===== src/rtl/output_port_driver.sv =====
// Strobed parallel output port: registers CPU writes onto pins with fixed
// setup/strobe/hold timing and an optional four-phase acknowledge with timeout.
module output_port_driver #(
  parameter int unsigned DATA_WIDTH     = 4,
  parameter int unsigned SETUP_CYCLES   = 1,
  parameter int unsigned STROBE_CYCLES  = 4,
  parameter int unsigned HOLD_CYCLES    = 1,
  parameter int unsigned ACK_ENABLE     = 0,
  parameter int unsigned TIMEOUT_CYCLES = 16
) (
  input  logic                  clk_i,
  input  logic                  reset_i,
  input  logic                  wr_valid_i,
  input  logic [DATA_WIDTH-1:0] wr_data_i,
  output logic                  wr_ready_o,
  output logic [DATA_WIDTH-1:0] port_data_o,
  output logic                  port_strobe_o,
  input  logic                  port_ack_i,
  output logic                  busy_o,
  output logic                  timeout_o
);

  localparam int unsigned SP_MAX  = (SETUP_CYCLES > STROBE_CYCLES) ? SETUP_CYCLES : STROBE_CYCLES;
  localparam int unsigned CNT_MAX = (SP_MAX > HOLD_CYCLES) ? SP_MAX : HOLD_CYCLES;
  localparam int unsigned CNT_W   = $clog2(CNT_MAX + 1);
  localparam int unsigned TCNT_W  = $clog2(TIMEOUT_CYCLES + 1);
  localparam bit          ACK_ON  = (ACK_ENABLE != 0);

  typedef enum logic [2:0] {
    IDLE,
    SETUP,
    STROBE,
    HOLD,
    ACK_RELEASE
  } state_t;

  state_t                state_q, state_n;
  logic [CNT_W-1:0]      cnt_q, cnt_n;
  logic [TCNT_W-1:0]     tcnt_q, tcnt_n;
  logic [DATA_WIDTH-1:0] data_n;
  logic                  strobe_n;
  logic                  timeout_n;

  assign wr_ready_o = (state_q == IDLE) && !reset_i;
  assign busy_o     = (state_q != IDLE);

  always_ff @(posedge clk_i) begin
    if (reset_i) begin
      state_q       <= IDLE;
      cnt_q         <= '0;
      tcnt_q        <= '0;
      port_data_o   <= '0;
      port_strobe_o <= 1'b0;
      timeout_o     <= 1'b0;
    end else begin
      state_q       <= state_n;
      cnt_q         <= cnt_n;
      tcnt_q        <= tcnt_n;
      port_data_o   <= data_n;
      port_strobe_o <= strobe_n;
      timeout_o     <= timeout_n;
    end
  end

  // Pin outputs are computed here as next-state values so they stay registered.
  always_comb begin
    state_n   = state_q;
    cnt_n     = cnt_q;
    tcnt_n    = tcnt_q;
    data_n    = port_data_o;
    strobe_n  = port_strobe_o;
    timeout_n = timeout_o;
    case (state_q)
      IDLE: begin
        if (wr_valid_i) begin
          data_n    = wr_data_i;
          timeout_n = 1'b0;
          cnt_n     = CNT_W'(SETUP_CYCLES - 1);
          state_n   = SETUP;
        end
      end
      SETUP: begin
        if (cnt_q == '0) begin
          strobe_n = 1'b1;
          cnt_n    = CNT_W'(STROBE_CYCLES - 1);
          tcnt_n   = TCNT_W'(TIMEOUT_CYCLES);
          state_n  = STROBE;
        end else begin
          cnt_n = cnt_q - CNT_W'(1);
        end
      end
      STROBE: begin
        if (cnt_q != '0) begin
          cnt_n = cnt_q - CNT_W'(1);
        end else if (!ACK_ON || port_ack_i) begin
          strobe_n = 1'b0;
          cnt_n    = CNT_W'(HOLD_CYCLES - 1);
          state_n  = HOLD;
        end else if (tcnt_q == '0) begin
          // Timed-out transfers skip HOLD and return straight to IDLE.
          strobe_n  = 1'b0;
          timeout_n = 1'b1;
          state_n   = IDLE;
        end else begin
          tcnt_n = tcnt_q - TCNT_W'(1);
        end
      end
      HOLD: begin
        if (cnt_q != '0) begin
          cnt_n = cnt_q - CNT_W'(1);
        end else if (ACK_ON) begin
          tcnt_n  = TCNT_W'(TIMEOUT_CYCLES);
          state_n = ACK_RELEASE;
        end else begin
          state_n = IDLE;
        end
      end
      ACK_RELEASE: begin
        if (!port_ack_i) begin
          state_n = IDLE;
        end else if (tcnt_q == '0) begin
          timeout_n = 1'b1;
          state_n   = IDLE;
        end else begin
          tcnt_n = tcnt_q - TCNT_W'(1);
        end
      end
      default: state_n = IDLE;
    endcase
  end

endmodule

===== config.mk =====
export PLATFORM = sky130hd
export DESIGN_NAME = output_port_driver
export DESIGN_NICKNAME = d
export VERILOG_FILES = /design/src/rtl/output_port_driver.sv
export SDC_FILE = /design/constraint.sdc
export NUM_CORES = 1
export LEC_CHECK = 0
export CAP_MARGIN = 5
export CORE_MARGIN = 5
export CORE_UTILIZATION = 35
export CTS_BUF_LIST = sky130_fd_sc_hd__clkbuf_4
export DETAILED_ROUTE_END_ITERATION = 16
export PLACE_DENSITY = 0.62
export SYNTH_ARGS = -nofsm -noshare
export SYNTH_HDL_FRONTEND = slang
export SYNTH_SLANG_ARGS = --single-unit

===== constraint.sdc =====
create_clock -name clk_i -period 1.5 [get_ports clk_i]
set_input_delay 0.15 -clock clk_i [delete_from_list [all_inputs] [get_ports clk_i]]
set_output_delay 0.15 -clock clk_i [all_outputs]
set_load 0.01 [all_outputs]

Yosys cells after proc, flatten, opt, wreduce, memory -nomap -nowiden
Index checks and enable logic that the tools add are counted.

Multiplexer cells: 23. Eq/ne operators: 13. $add $sub $neg: 2. Reduce and logical (&&, ||, !) cells: 17.

Operator list (number): 3-bit two-way mux (10); 2-bit != test, second input constant (8); 5-bit two-way mux (3); 3-bit one-hot mux with 5 select lines (1); 3-bit one-hot mux with 4 select lines (1); 5-bit one-hot mux with 2 select lines (1); 4-bit AND reduction (2); 3-bit by 2-bit equality test with 1-bit output, second input constant (2); 3-bit logical NOT (2); 3-bit AND reduction (2); 2-bit nonzero test (3); 3-bit nonzero test (2); 5-bit logical NOT (1); 1-bit two-way mux (5); 5-bit AND reduction (1); 5-bit by 1-bit subtractor with 5-bit output, second input constant (1); 1-bit one-hot mux with 2 select lines (2); 4-bit nonzero test (1); 3-bit by 1-bit equality test with 1-bit output, second input constant (1); 3-bit equality test, second input constant (1); 3-bit != test, second input constant (1); 3-bit by 1-bit subtractor with 3-bit output, second input constant (1); 2-bit AND reduction (1); 1-bit logical AND (1); 1-bit logical NOT (1).

Input bits: 8. Output and inout bits: 8. Logic and storage cells: 61. Bits in registers: 17.

Depth between registers and ports, before layout
Gate-level depths: netlist (run 1).

Depth in word-level cells: 4. Gate-level depth with buffers: 7. Gate-level depth less buffers: 6.

Worst setup path before layout (run 1)
No wires, ideal clock.

Kind: register -> register. Start point: register state_q[0]. End point: register state_q[0]. Path slack: -65 ps. Buffers on the path: 0. Period minus slack after synthesis: 1565 ps. Setup time: 71 ps. Stages on the path, launching flop included: 7. Arrival: 1494 ps. Data required time: 1429 ps. Cell sequence: dfxtp_1 -> inv_1 -> ha_1 -> nor3_2 -> o22ai_1 -> or3_1 -> a21oi_1.

Cells in the longest elaborated chain, start to end: 3. Elaborated cells on any way between the ends: 12. Classes of those cells: 9 x eq/ne; 1 x mux; 2 x reduce/logical.

Ends and longest elaborated chain: start, declared (RTL line 37) `state_t state_q, state_n;`; start signal, assigned (RTL line 56) `state_q <= state_n;`; 3-bit equality test, or another cell as far along (RTL line 73) `case (state_q)`; 3-bit != test (no line) / 2-bit != test (equally long branches); 5-bit AND reduction (no line).

Parallel ways exist; a longest one is shown, timed or not. A chain may end at the register's enable or synchronous reset.

Final worst setup path (run 1)
Same ends and word-level chain as after synthesis.

==> results.md, run 1 <==
* Outcome: complete, but fails checks
* Failing checks: negative setup slack
* Worst-case hold slack at 438 ps
* Maximum number of pins on one net before global-route repair at 14
* Critical Path RT at 1700 ps
* Flip-flop and latch count after synthesis at 10
* Class of the tightest hold or removal check: in -> reg
* Overall power after layout at 2.01 mW
* Global routing usage summed across all routing layers at 13.2%
* Post-CTS setup buffer count at 0
* CP max stage delay at 380 ps
* CP Cell Sequence: buf_6, ha_4, nor3_4, o22ai_2, or3_4, a21oi_2
* Chip width at 51.2 µm
* Worst-skew pair later-pin latency at 270 ps
* Port bufs at 13
* Initial detailed-routing violation count at 10
* R2R depth at 6
* Sink Count at 10
* Worst setup path class: reg -> reg
* Number of enable-type register cells in the synthesized netlist at 0
* Final-report setup violation count at 1
* Endpoint of the worst-slack reg-to-reg timing path: state_q[0]
* Fin. Hold Viols at 0
* Worst R2R Start: state_q[0]
* Layout cells sized above 1 at 38.2%
* Async SR Flop Fraction at 0%
* Maximum number of buffers from clock root to sink at 2
* Num rows at 14
* Worst clock skew at 1.30 ps
* I/O pin total at 16
* Worst-path fanout max at 3
* Share of the clock period used by the worst path after layout at 101%
* Top-count cell post-synth: sky130_fd_sc_hd__dfxtp_1
* Net count after synthesis at 87
* Slew Viols, Final at 0
* Minimum setup slack after placement at -53.8 ps
* Wirelength per Cell at 12.6 µm
* Vias in the first global route at 533
* Number of DRC violations after detailed routing at 0
* VDD IR max at 0.962 mV
* Core ar. at 0.00156 mm²
* Sequential share of the synthesized area at 33.8%
* FF-to-FF setup slack at -20 ps
* Data arrival at the endpoint of the critical path at 1730 ps
* Post-route worst setup slack at -22.3 ps
* Hold Crit Endpoint: port_data_o[0]
* Routed wire length at 1.49 mm
* Area overhead of the layout relative to synthesis at 63.1%
* Number of vias per cell after detailed routing at 5.14
* Power density over cell area at 2080 mW/mm²
* Fin crit period at 1520 ps
* Clock tree from TritonCTS: yes
* Effective utilization at floorplan at 38.0%
* Unrepaired setup endpoints after global routing: true
* CTS H-tree lvls at 1
* Number of antenna violations at the first check in global routing at 0
* Worst Setup Start Kind: flop
* Diodes inserted at 0
* Layout Nets at 118
* Mean cell area of the mapped netlist at 8.24 µm²
* First-pass iteration count of the detailed router at 4
* Commonest cells in the synthesized netlist: sky130_fd_sc_hd__dfxtp_1, sky130_fd_sc_hd__nand2_1, sky130_fd_sc_hd__a21oi_1, sky130_fd_sc_hd__ha_1, sky130_fd_sc_hd__inv_1
* Leftover overflow at the end of global routing at 0
* Maximum Capacitance Violations at 0
* Start point of the worst hold path: wr_data_i[0]
* Library cell occupying the most area in the post-synthesis netlist: sky130_fd_sc_hd__dfxtp_1
* Slowest library cell on the worst path: sky130_fd_sc_hd__or3_4
* Floorplan die area at 0.00262 mm²
* Total number of yosys warnings at 0
* Wire length of the first global-routing pass at 2.51 mm
* Post-synthesis instance total at 72
* Count of vias placed by the detailed router at 606
* Total clock buffers created by CTS at 3
* Die Height at 51.2 µm
* Cell area after synthesis at 593 µm²
* Number of library cell types mapped by synthesis at 30
* Global placer's final weighted congestion at 0.743
* Top cells by area, synth: sky130_fd_sc_hd__dfxtp_1, sky130_fd_sc_hd__ha_1, sky130_fd_sc_hd__a21oi_1
* Most used flip-flop cell after synthesis: sky130_fd_sc_hd__dfxtp_1
* Remaining antenna violation count at 0
* Post-synth top area share at 33.8%
* Root buffer cell: sky130_fd_sc_hd__clkbuf_4
* Max Freq at 657 MHz
* Clock Pin Slew Worst Setup and Hold Paths at 70 ps
* Cell depth of the worst min-delay path at 3
* HPWL reported at the end of detailed placement at 1.13 mm
* Leakage power summed over all cells at 0.392 nW
* Category of the worst setup path capture point: flop
-- worst max-delay path, delay by kind of cell, from the launching register on --
family,cells,cell delay (ps)
flops,1,340
buf+inv,1,120
simple gates,2,620
compound gates,2,220
fa+ha+maj,1,160
-- how the worst max path moves through the flow --
stage | startpoint | to | slack [ps] | cells after the start
2_1_floorplan | state_q[0] | state_q[0] | 6 | 7
3_3_place_gp | state_q[1] | wr_ready_o | -30 | 5
3_5_place_dp | state_q[0] | wr_ready_o | -50 | 5
4_1_cts | cnt_q[0] | cnt_q[1] | -4 | 6
5_1_grt | state_q[0] | state_q[0] | -100 | 6
6_report | state_q[0] | state_q[0] | -20 | 6
-- layer usage --
| metal | vias to the layer above | share of wire, % | GRT usage [%] |
|---|---|---|---|
| met3 | 5 | 4.1 | 3.49 |
| met1 | 281 | 43 | 17.3 |
| met5 | - | 0 | 0 |
| met2 | 14 | 51 | 19.7 |
| li1 | 306 | - | - |
| met4 | 0 | 2.2 | 6.73 |
-- flip-flops by register name (all words and copies together) (netlist names) --
| name | cells |
|---|---|
| port_data_o | 4 |
| port_strobe_o | 1 |
| cnt_q | 3 |
| state_q | 2 |
-- per-stage QoR --
step	area [µm²]	setup TNS (ps)	utilization [%]	std cells
CTS	918	-4.31	58.9	118
floorplan	607	0	-	72
global route	967	-205	62.0	118
detailed placement	861	-180	55.2	114
finish	967	-22.3	62.0	118
global placement	861	-36.9	55.2	114
-- layout make-up --
class,instances,area [µm²]
Fill cell,138,592
Multi-Input combinational cell,52,440
Timing Repair Buffer,29,248
Sequential cell,10,204
Inverter,7,28.8
Clock buffer,3,22.5
Tap cell,16,20.0
Clock inverter,1,3.75
-- placed cells by master (no fill, tap or decap), drive strengths merged, types with 2 or more instances in the layout --
| master | synthesis | layout |
|---|---|---|
| buf | 2 | 16 |
| clkdlybuf4s50 | 0 | 11 |
| dfxtp | 10 | 10 |
| nand2 | 8 | 8 |
| a21oi | 7 | 7 |
| inv | 7 | 7 |
| ha | 7 | 7 |
| nor2 | 5 | 5 |
| nand3 | 5 | 5 |
| clkbuf | 1 | 4 |
| nor2b | 2 | 2 |
| nor3 | 2 | 2 |
| o32ai | 2 | 2 |
-- power by group --
| part | internal, mW | switching, mW |
|---|---|---|
| Sequential | 0.347 | 0.0489 |
| Combinational | 0.752 | 0.666 |
| Clock | 0.0963 | 0.102 |
| Total | 1.20 | 0.816 |
-- kinds of logic after synthesis --
kind of cell,after synthesis,share of synthesized area [%]
DFF,10,33.8
AOI/OAI and AO/OA,17,20.0
buffers and inverters,10,7.17
muxes,1,1.69
other,1,0.632
adders and majority gates,7,14.8
and+or+nand+nor,26,21.9
-- timing repair --
action / 4_1_cts / 5_1_grt
endpoints found under the setup margin: 6 / 6
hold buffers: 0 / 0
resized for setup: 11 / 12
pin swaps: 3 / 4
(Power assumes the default switching activity.)
==> run 2: changes to the inputs <==
--- a/config.mk
+++ b/config.mk
@@ -5,12 +5,12 @@
 export SDC_FILE = /design/constraint.sdc
 export NUM_CORES = 1
 export LEC_CHECK = 0
-export CAP_MARGIN = 5
 export CORE_MARGIN = 5
 export CORE_UTILIZATION = 35
 export CTS_BUF_LIST = sky130_fd_sc_hd__clkbuf_4
 export DETAILED_ROUTE_END_ITERATION = 16
 export PLACE_DENSITY = 0.62
+export SLEW_MARGIN = 25
 export SYNTH_ARGS = -nofsm -noshare
 export SYNTH_HDL_FRONTEND = slang
 export SYNTH_SLANG_ARGS = --single-unit
==> results of run 2 <==
The final DEF is identical to that of run 1; final timing and power are the same.
==> run 3: changes to the inputs <==
--- a/config.mk
+++ b/config.mk
@@ -5,11 +5,11 @@
 export SDC_FILE = /design/constraint.sdc
 export NUM_CORES = 1
 export LEC_CHECK = 0
-export CORE_MARGIN = 5
 export CORE_UTILIZATION = 35
 export CTS_BUF_LIST = sky130_fd_sc_hd__clkbuf_4
 export DETAILED_ROUTE_END_ITERATION = 16
 export PLACE_DENSITY = 0.62
+export RECOVER_POWER = 100
 export SLEW_MARGIN = 25
 export SYNTH_ARGS = -nofsm -noshare
 export SYNTH_HDL_FRONTEND = slang
==> run 3 against run 2 <==
Compared with the run above: the flow still finishes with violations (negative setup slack); critical path type unchanged; register-to-register slack barely moved; die area fell by 29%; clock skew rose by 1.9 ps; highest routed layer unchanged; cell count rose by 0.85%; flip-flop and latch count did not move; sequential power barely moved; largest power group unchanged; utilization rose by 2.1 points; largest cell class unchanged.
==> results.md, run 3 (synthesized netlist as in run 1, its figures left out) <==
* Chip width at 43.2 µm
* Layout Nets at 119
* Clock Pin Slew Worst Setup and Hold Paths at 70 ps
* Initial detailed-routing violation count at 13
* Most common cell after layout, fill and taps aside: sky130_fd_sc_hd__buf_4
* Vias in the first global route at 580
* Core ar. at 0.00154 mm²
* Largest registers: port_data_o x4, cnt_q x3, state_q x2
* Max Freq at 661 MHz
* Critical path origin: state_q[0]
* Maximum Capacitance Violations at 0
* Unrepaired setup endpoints after global routing: true
* Worst-skew pair later-pin latency at 270 ps
* Effective utilization at floorplan at 38.5%
* Largest register FFs at 4
* Category of the worst setup path capture point: flop
* Global-route met1 utilization at 19.7%
* GRT busiest layer: met2
* Layout cells sized above 1 at 37.9%
* Worst-path fanout max at 3
* Share of the clock period used by the worst path after layout at 101%
* Diodes inserted at 0
* Class of the tightest hold or removal check: in -> reg
* Critical Path RT at 1700 ps
* Data arrival at the endpoint of the critical path at 1710 ps
* Remaining antenna violation count at 0
* Global placer's final weighted congestion at 0.792
* Count of vias placed by the detailed router at 612
* Root buffer cell: sky130_fd_sc_hd__clkbuf_4
* Final cell count without fillers at 119
* Maximum number of pins on one net before global-route repair at 14
* VDD IR max at 1.40 mV
* HPWL reported at the end of detailed placement at 984 µm
* Number of antenna violations at the first check in global routing at 0
* Cts-stage hold buffer count at 0
* Slew Viols, Final at 0
* Number of DRC violations after detailed routing at 0
* Number of cells in the design after placement at 113
* Worst R2R Start: state_q[0]
* Die Height at 43.2 µm
* Wire length of the first global-routing pass at 2.36 mm
* Clock tree from TritonCTS: yes
* Fin crit period at 1510 ps
* Wirelength per Cell at 13.0 µm
* Power density over cell area at 2150 mW/mm²
* Leftover overflow at the end of global routing at 0
* Highest-count cells in the layout ignoring fill and taps: sky130_fd_sc_hd__buf_4, sky130_fd_sc_hd__clkdlybuf4s50_1, sky130_fd_sc_hd__nand2_1, sky130_fd_sc_hd__dfxtp_1, sky130_fd_sc_hd__a21oi_1
* Fin. Hold Viols at 0
* I/O pin total at 16
* Overall power after layout at 2.13 mW
* Area overhead of the layout relative to synthesis at 66.7%
* Num rows at 14
* Port bufs at 13
* Total clock buffers created by CTS at 3
* First-pass iteration count of the detailed router at 4
* Met3 GRT Util at 7.23%
* Post-Place Cell Area at 853 µm²
* Leakage power summed over all cells at 0.401 nW
* Maximum number of buffers from clock root to sink at 2
* Routed wire length at 1.55 mm
* Register with the highest flop count: port_data_o
* GR met2 Demand/Resource at 26.3%
* Final instance area at 988 µm²
* Worst setup path class: reg -> reg
* CTS H-tree lvls at 1
* Worst Setup Start Kind: flop
* Sink Count at 10
* Outcome: complete, but fails checks
* Post-route worst setup slack at -11.8 ps
* Worst clock skew at 3.15 ps
* Global routing usage summed across all routing layers at 17.0%
* Final-report setup violation count at 1
* Start point of the worst hold path: wr_data_i[1]
* Failing checks: negative setup slack
* Floorplan die area at 0.00186 mm²
* Number of vias per cell after detailed routing at 5.14
[run 3: cell count changes in the layout (fill, tap and decap cells not counted)]
cell                              previous run  this run
sky130_fd_sc_hd__o32ai_2                     1         2
sky130_fd_sc_hd__o32ai_1                     1         0
sky130_fd_sc_hd__clkdlybuf4s15_1             0         1
sky130_fd_sc_hd__ha_2                        2         1
sky130_fd_sc_hd__buf_6                       1         2
sky130_fd_sc_hd__clkbuf_2                    1         0
sky130_fd_sc_hd__ha_1                        2         3
[run 3: final timing paths]
| check | to | slack, ps | cells after the start |
|---|---|---|---|
| min reg2reg | port_data_o[3] | 450 | 2 |
| max | state_q[0] | -10 | 6 |
| max reg2reg | state_q[0] | -10 | 6 |
| min | port_data_o[1] | 440 | 3 |
[run 3: what timing repair did]
action	CTS	global route
setup buffers	0	2
gates resized for setup	8	15
pin swaps	2	3
endpoints found under the setup margin	3	5
endpoints found under the hold margin	0	0
[run 3: final cells by class]
cell class | count | area [µm²]
Tap cell | 16 | 20.0
Inverter | 7 | 28.8
Clock inverter | 1 | 3.75
Fill cell | 135 | 553
Sequential cell | 10 | 204
Multi-Input combinational cell | 52 | 445
Clock buffer | 3 | 22.5
Timing Repair Buffer | 30 | 264
[run 3: through the flow]
stage,hold slack [ps],utilization (%),setup slack [ps],setup TNS [ps]
after floorplan,287,-,5.64,0
after global placement,444,55.4,-15.2,-28.6
after detailed placement,446,55.4,-25.2,-49.8
after CTS,439,58.3,4.62,0
after global routing,469,64.1,-54.7,-177
final,442,64.1,-11.8,-11.8
[run 3: routing by layer]
| metal | routed length (µm) | up-vias | part of all wire (%) |
|---|---|---|---|
| met5 | 0 | - | 0 |
| met4 | 47 | 0 | 3.0 |
| met3 | 59 | 6 | 3.8 |
| met2 | 802 | 11 | 52 |
| met1 | 636 | 284 | 41 |
| li1 | - | 311 | - |
[run 3: critical path: stages, from the launching register on]
cell	delay (ps)
sky130_fd_sc_hd__dfxtp_2	340
sky130_fd_sc_hd__buf_6	120
sky130_fd_sc_hd__ha_4	160
sky130_fd_sc_hd__nor3_4	220
sky130_fd_sc_hd__o22ai_2	110
sky130_fd_sc_hd__or3_4	390
sky130_fd_sc_hd__a21oi_2	110
[run 3: power breakdown]
group	total [mW]	switching [mW]	internal, mW
Sequential	0.396	0.0492	0.347
Combinational	1.54	0.722	0.818
Clock	0.191	0.0950	0.0962
Total	2.13	0.866	1.26
==> RTL edit 1 (flow settings as in run 1) <==
Change the parameter `ACK_ENABLE` from 0 to 1.
--- a/src/rtl/output_port_driver.sv
+++ b/src/rtl/output_port_driver.sv
@@ -5,7 +5,7 @@
   parameter int unsigned SETUP_CYCLES   = 1,
   parameter int unsigned STROBE_CYCLES  = 4,
   parameter int unsigned HOLD_CYCLES    = 1,
-  parameter int unsigned ACK_ENABLE     = 0,
+  parameter int unsigned ACK_ENABLE     = 1,
   parameter int unsigned TIMEOUT_CYCLES = 16
 ) (
   input  logic                  clk_i,
Behaviour: not the same (a bounded check fails within 10 cycles, from zero or initial values and one cycle with reset_i high).
==> RTL edit 1 against run 1 <==
The flow still finishes with violations (setup timing); wire length rose by 80%; sequential cell count rose by 7; setup slack improved by 0.0041 ns; power rose by 27%; critical path depth did not move; critical endpoint is now tcnt_q[1]$_SDFFE_PP0P_; area after synthesis rose by 64%; cell area rose by 51%.
==> RTL edit 1: results (changes against run 1) <==
.. list-table::
   :header-rows: 1

   * - Metric
     - Value
   * - Run status
     - finished, violations left
   * - Violated checks
     - setup timing
   * - Global-route wire length before repair
     - 4220 µm (+68%)
   * - Maximum number of pins on one net before global-route repair
     - 15 (+1)
   * - Final weighted congestion in routability-driven placement
     - 0.815 (+9.6%)
   * - Clock tree root driver cell
     - sky130_fd_sc_hd__clkbuf_4
   * - Synth top cells by count
     - 18 x sky130_fd_sc_hd__nor2_1, 17 x sky130_fd_sc_hd__dfxtp_1, 9 x sky130_fd_sc_hd__nand2_1, 7 x sky130_fd_sc_hd__inv_1, 7 x sky130_fd_sc_hd__mux2i_1
   * - Largest cells by area after synthesis
     - sky130_fd_sc_hd__dfxtp_1 35%, sky130_fd_sc_hd__mux2i_1 7.2%, sky130_fd_sc_hd__nor2_1 7.0%, sky130_fd_sc_hd__ha_1 3.9%, sky130_fd_sc_hd__nand2_1 3.5%
   * - Per-cell routed wire length
     - 14.5 µm (+14%)
   * - Tightest Pin Transition
     - just over 0.4 ns
   * - Warnings, synthesis
     - 0 (unchanged)
   * - Port Buffer Count
     - 15 (+2)
   * - Worst-case clock skew
     - 0.0142 ns (+0.0129 ns)
   * - Antenna violations before repair
     - 0 (unchanged)
   * - Via density per instance
     - 5.19 (+1.1%)
   * - Min setup slack post-route
     - -0.0182 ns (+0.00413 ns)
   * - H-tree depth reported by CTS
     - 1 (unchanged)
   * - Setup violators final
     - 3 (+2)
   * - Top Registers
     - tcnt_q x5, port_data_o x4
   * - Critical Path Fanout Max
     - 3 (unchanged)
   * - Library cells used by synthesis
     - 41 (+37%)
   * - Via count of the first global-routing pass
     - 941 (+77%)
   * - Slowest stage cell on the critical path
     - sky130_fd_sc_hd__or4b_4
   * - Final Net Count
     - 167 (+42%)
   * - Worst r2r path cells
     - 6 (unchanged)
   * - Largest stage delay, worst path
     - 0.49 ns (+0.11 ns)
   * - HPWL after detailed placement
     - 1810 µm (+60%)
   * - Number of nets in the synthesized netlist
     - 127 (+46%)
   * - Kind of path behind the tightest hold check
     - reg -> reg
   * - Part of the Yosys area used for sequential elements
     - 0.351 (+0.0130)
   * - FFs w/ async S/R, synth
     - 0 (unchanged)
   * - Number of stages on the worst hold path
     - 2 (-1)
   * - Leakage power figure
     - 0.000635 µW (+62%)
   * - Switching power as a share of total power
     - 0.405 (about the same)
   * - Register clock-pin slew on the reported worst setup and hold paths
     - 0.11 ns (+0.04 ns)
   * - Clock buffer depth
     - 2 (unchanged)
   * - Layout cell share with drive strength beyond 1
     - 0.374 (-0.00816)
   * - Violation count after the first detailed-routing iteration
     - 37 (+27)
   * - Worst-case vdd ir drop
     - 868 µV (-9.8%)
   * - GRT Total Usage
     - 0.129 (-0.00300)
   * - Skew-Pair Late Insertion Delay
     - 0.29 ns (+0.02 ns)
[RTL edit 1: changes by cell type in the layout (fill, tap and decap cells not counted), sizes merged, moves of 4 or more]
cell    delta
mux2i      +6
nor2      +13
nand2b     +4
buf        +9
ha         -4
dfxtp      +7
a21oi      -4
nand3      -4
[RTL edit 1: repair_timing]
action                     CTS  global route
resized for setup           21            16
pin swaps                   10             7
hold endpoints to repair     0             0
setup endpoints to repair   11            14
setup buffers                2             5
[RTL edit 1: cells by family (layout without fill, tap and decap cells)]
logic type,count (synthesis),in the layout,share of synthesized area
adder cells (fa/ha/maj),3,3,0.0387
XOR/XNOR,2,2,0.0180
buffers and inverters,13,52,0.0567
AO/OA/AOI/OAI,25,25,0.189
flip-flops,17,17,0.351
AND/OR/NAND/NOR,49,49,0.274
multiplexers,7,7,0.0722
[RTL edit 1: path summary, 6_finish.rpt]
| path | to | startpoint | slack (ns) |
|---|---|---|---|
| min reg2reg | timeout_o$_SDFFE_PP0P_ | timeout_o$_SDFFE_PP0P_ | 0.45 |
| max | tcnt_q[1]$_SDFFE_PP0P_ | tcnt_q[1]$_SDFFE_PP0P_ | -0.02 |
| max reg2reg | tcnt_q[1]$_SDFFE_PP0P_ | tcnt_q[1]$_SDFFE_PP0P_ | -0.02 |
| min | timeout_o$_SDFFE_PP0P_ | timeout_o$_SDFFE_PP0P_ | 0.45 |
[RTL edit 1: layout make-up]
type	instances	area (µm²)
clock buffer	3	22.5
clock inverter	1	5.00
fill	262	1250
inverter	9	33.8
multi-input combinational	86	684
sequential	17	347
tap	31	38.8
timing repair buffer	39	332
[RTL edit 1: through the flow]
stage / cell area, µm² / power, µW / worst slack [ns] / instances / setup TNS, ns
floorplan: 977 / 1460 / -0.00574 / 116 / -0.00574
global placement: 1270 / 1980 / -0.0891 / 175 / -0.424
detailed placement: 1270 / 2000 / -0.0931 / 175 / -0.589
CTS: 1370 / 2380 / -0.0309 / 181 / -0.0418
global route: 1460 / 2760 / -0.0813 / 186 / -0.421
finish: 1460 / 2550 / -0.0182 / 186 / -0.0315
[RTL edit 1: power groups by stage]
stage                     combinational [µW]  sequential [µW]  clock, µW
after floorplan                          769              689          0
after global placement                  1330              652          0
after detailed placement                1350              657          0
after CTS                               1470              656        257
after global routing                    1770              702        285
final                                   1630              681        246
[RTL edit 1: per-layer routing]
metal,up-vias,GRT usage,routed length [µm]
li1,488,-,-
met1,453,0.164,1200
met2,19,0.205,1340
met3,6,0.0378,113
met4,0,0.0451,38
met5,-,0,0
[RTL edit 1: tightest hold or removal path, stage by stage (launching register included)]
cell	delay, ns
sky130_fd_sc_hd__dfxtp_1	0.32
sky130_fd_sc_hd__nand2_1	0.05
sky130_fd_sc_hd__o21ai_1	0.05
==> RTL edit 2 (config.mk and constraints of run 1) <==
Without the edit above. Re-encode `state_t` (5 states) as one-hot, 5 bits wide.
--- a/src/rtl/output_port_driver.sv
+++ b/src/rtl/output_port_driver.sv
@@ -26,12 +26,12 @@
   localparam int unsigned TCNT_W  = $clog2(TIMEOUT_CYCLES + 1);
   localparam bit          ACK_ON  = (ACK_ENABLE != 0);
 
-  typedef enum logic [2:0] {
-    IDLE,
-    SETUP,
-    STROBE,
-    HOLD,
-    ACK_RELEASE
+  typedef enum logic [4:0] {
+    IDLE        = 5'b00001,
+    SETUP       = 5'b00010,
+    STROBE      = 5'b00100,
+    HOLD        = 5'b01000,
+    ACK_RELEASE = 5'b10000
   } state_t;
 
   state_t                state_q, state_n;
Check against the original RTL: same outputs for any inputs over 10 cycles, from zero or initial values and one cycle with reset_i high; not proved beyond that.
==> RTL edit 2 against run 1 <==
The flow still finishes with violations (setup timing); critical path depth down 2; first-iteration DRC count up 60%; cell area up 12%; area after synthesis up 14%; count of clock-buffer cells in the layout unchanged; setup slack worse by 0.051 ns; wire length up 27%; sequential cell count up 2; worst hold slack better by 0.030 ns; highest routed layer unchanged.
Power is left out: it rests on default switching activity, and per cell area and clock period it moved more than threefold.
==> RTL edit 2: results (changes against run 1) <==
.. list-table::
   :header-rows: 1

   * - Metric
     - Value
   * - Library cells used by synthesis
     - 33 (+10%)
   * - Arrival @ worst endpoint
     - 1.75 ns (+0.02 ns)
   * - Violated checks
     - setup timing
   * - Slowest stage cell on the critical path
     - sky130_fd_sc_hd__or4b_4
   * - HPWL after detailed placement
     - 1210 µm (+7.0%)
   * - Final Net Count
     - 125 (+5.9%)
   * - Fill cell instance count of the final layout
     - 152 (+10%)
   * - Met2 layer wire length in the routed design
     - 1010 µm (+33%)
   * - Final weighted congestion in routability-driven placement
     - 0.769 (+3.5%)
   * - Largest stage delay, worst path
     - 0.52 ns (+0.14 ns)
   * - Run status
     - finished, violations left
   * - Routed metal-1 wirelength
     - 753 µm (+18%)
   * - Metal3 WL
     - 102 µm (+67%)
   * - Total negative slack for setup checks
     - -0.180 ns (-0.158 ns)
   * - Worst-case clock skew
     - 0.00709 ns (+0.00579 ns)
   * - Top Registers
     - port_data_o x4, state_q x4, cnt_q x3
   * - Via count of the first global-routing pass
     - 631 (+18%)
   * - Min setup slack post-route
     - -0.0734 ns (-0.0511 ns)
   * - Synth top cells by count
     - 14 x sky130_fd_sc_hd__nor2_1, 12 x sky130_fd_sc_hd__dfxtp_1, 6 x sky130_fd_sc_hd__nand2_1, 5 x sky130_fd_sc_hd__mux2i_1
   * - TritonRoute pass-1 iters
     - 5 (+1)
   * - Placed Area
     - 928 µm² (+7.8%)
   * - Worst slack, placed
     - -0.158 ns (-0.104 ns)
   * - Part of the Yosys area used for sequential elements
     - 0.356 (+0.0187)
   * - Skew-Pair Late Insertion Delay
     - 0.29 ns (+0.02 ns)
   * - Worst r2r path cells
     - 4 (-2)
   * - Setup violators final
     - 3 (+2)
   * - Wirelength, routed
     - 1900 µm (+27%)
   * - Number of vias in the routed layout
     - 711 (+17%)
   * - Violation count after the first detailed-routing iteration
     - 16 (+6)
   * - Number of nets in the synthesized netlist
     - 92 (+5.7%)
## RTL edit 2: cell families (layout without fill, tap and decap cells)
family | Yosys count | count (layout) | synth area share
adders and majority gates | 2 | 2 | 0.0371
AOI/OAI and AO/OA | 13 | 13 | 0.135
and+or+nand+nor | 38 | 38 | 0.299
other | 1 | 1 | 0.00556
buffers and inverters | 11 | 43 | 0.0927
muxes | 5 | 5 | 0.0742
DFF | 12 | 12 | 0.356
## RTL edit 2: cell type report
class / instances / area [µm²] / share of cell area
sequential: 12 / 249 / 0.230
tap: 25 / 31.3 / 0.0289
clock buffer: 3 / 22.5 / 0.0208
timing repair buffer: 35 / 293 / 0.271
clock inverter: 1 / 3.75 / 0.00347
inverter: 4 / 15.0 / 0.0139
multi-input combinational: 59 / 467 / 0.432
## RTL edit 2: path summary, 6_finish.rpt
| path | from | end | slack, ns |
|---|---|---|---|
| setup / recovery | state_q[2]$_SDFFE_PP0P_ | port_data_o[2]$_SDFFE_PP0P_ | -0.07 |
| hold reg to reg | port_strobe_o$_SDFFE_PP0P_ | port_strobe_o$_SDFFE_PP0P_ | 0.48 |
| setup reg to reg | state_q[2]$_SDFFE_PP0P_ | port_data_o[2]$_SDFFE_PP0P_ | -0.07 |
| hold / removal | wr_data_i[1] | port_data_o[1]$_SDFFE_PP0P_ | 0.47 |
## RTL edit 2: per-stage QoR
stage	hold WS, ns	cells
finish	0.468	139
global route	0.486	139
CTS	0.475	135
detailed placement	0.471	131
global placement	0.456	131
floorplan	0.283	82
## RTL edit 2: timing repair
item,in CTS,in global routing
pin swaps,3,3
hold buffers,0,0
endpoints found under the setup margin,9,8
resized for setup,13,21
buffers inserted,0,4
## RTL edit 2: routing by layer
layer / GRT usage / vias to the layer above
met5: 0 / -
li1: - / 343
met1: 0.153 / 337
met4: 0.0511 / 0
met3: 0.0388 / 5
met2: 0.218 / 26
## RTL edit 2: worst register-to-register path: cells and delay by family (launching register included)
family           cells  cell delay [ns]
and+or+nand+nor      3             0.89
DFF                  1             0.36
muxes                1             0.22
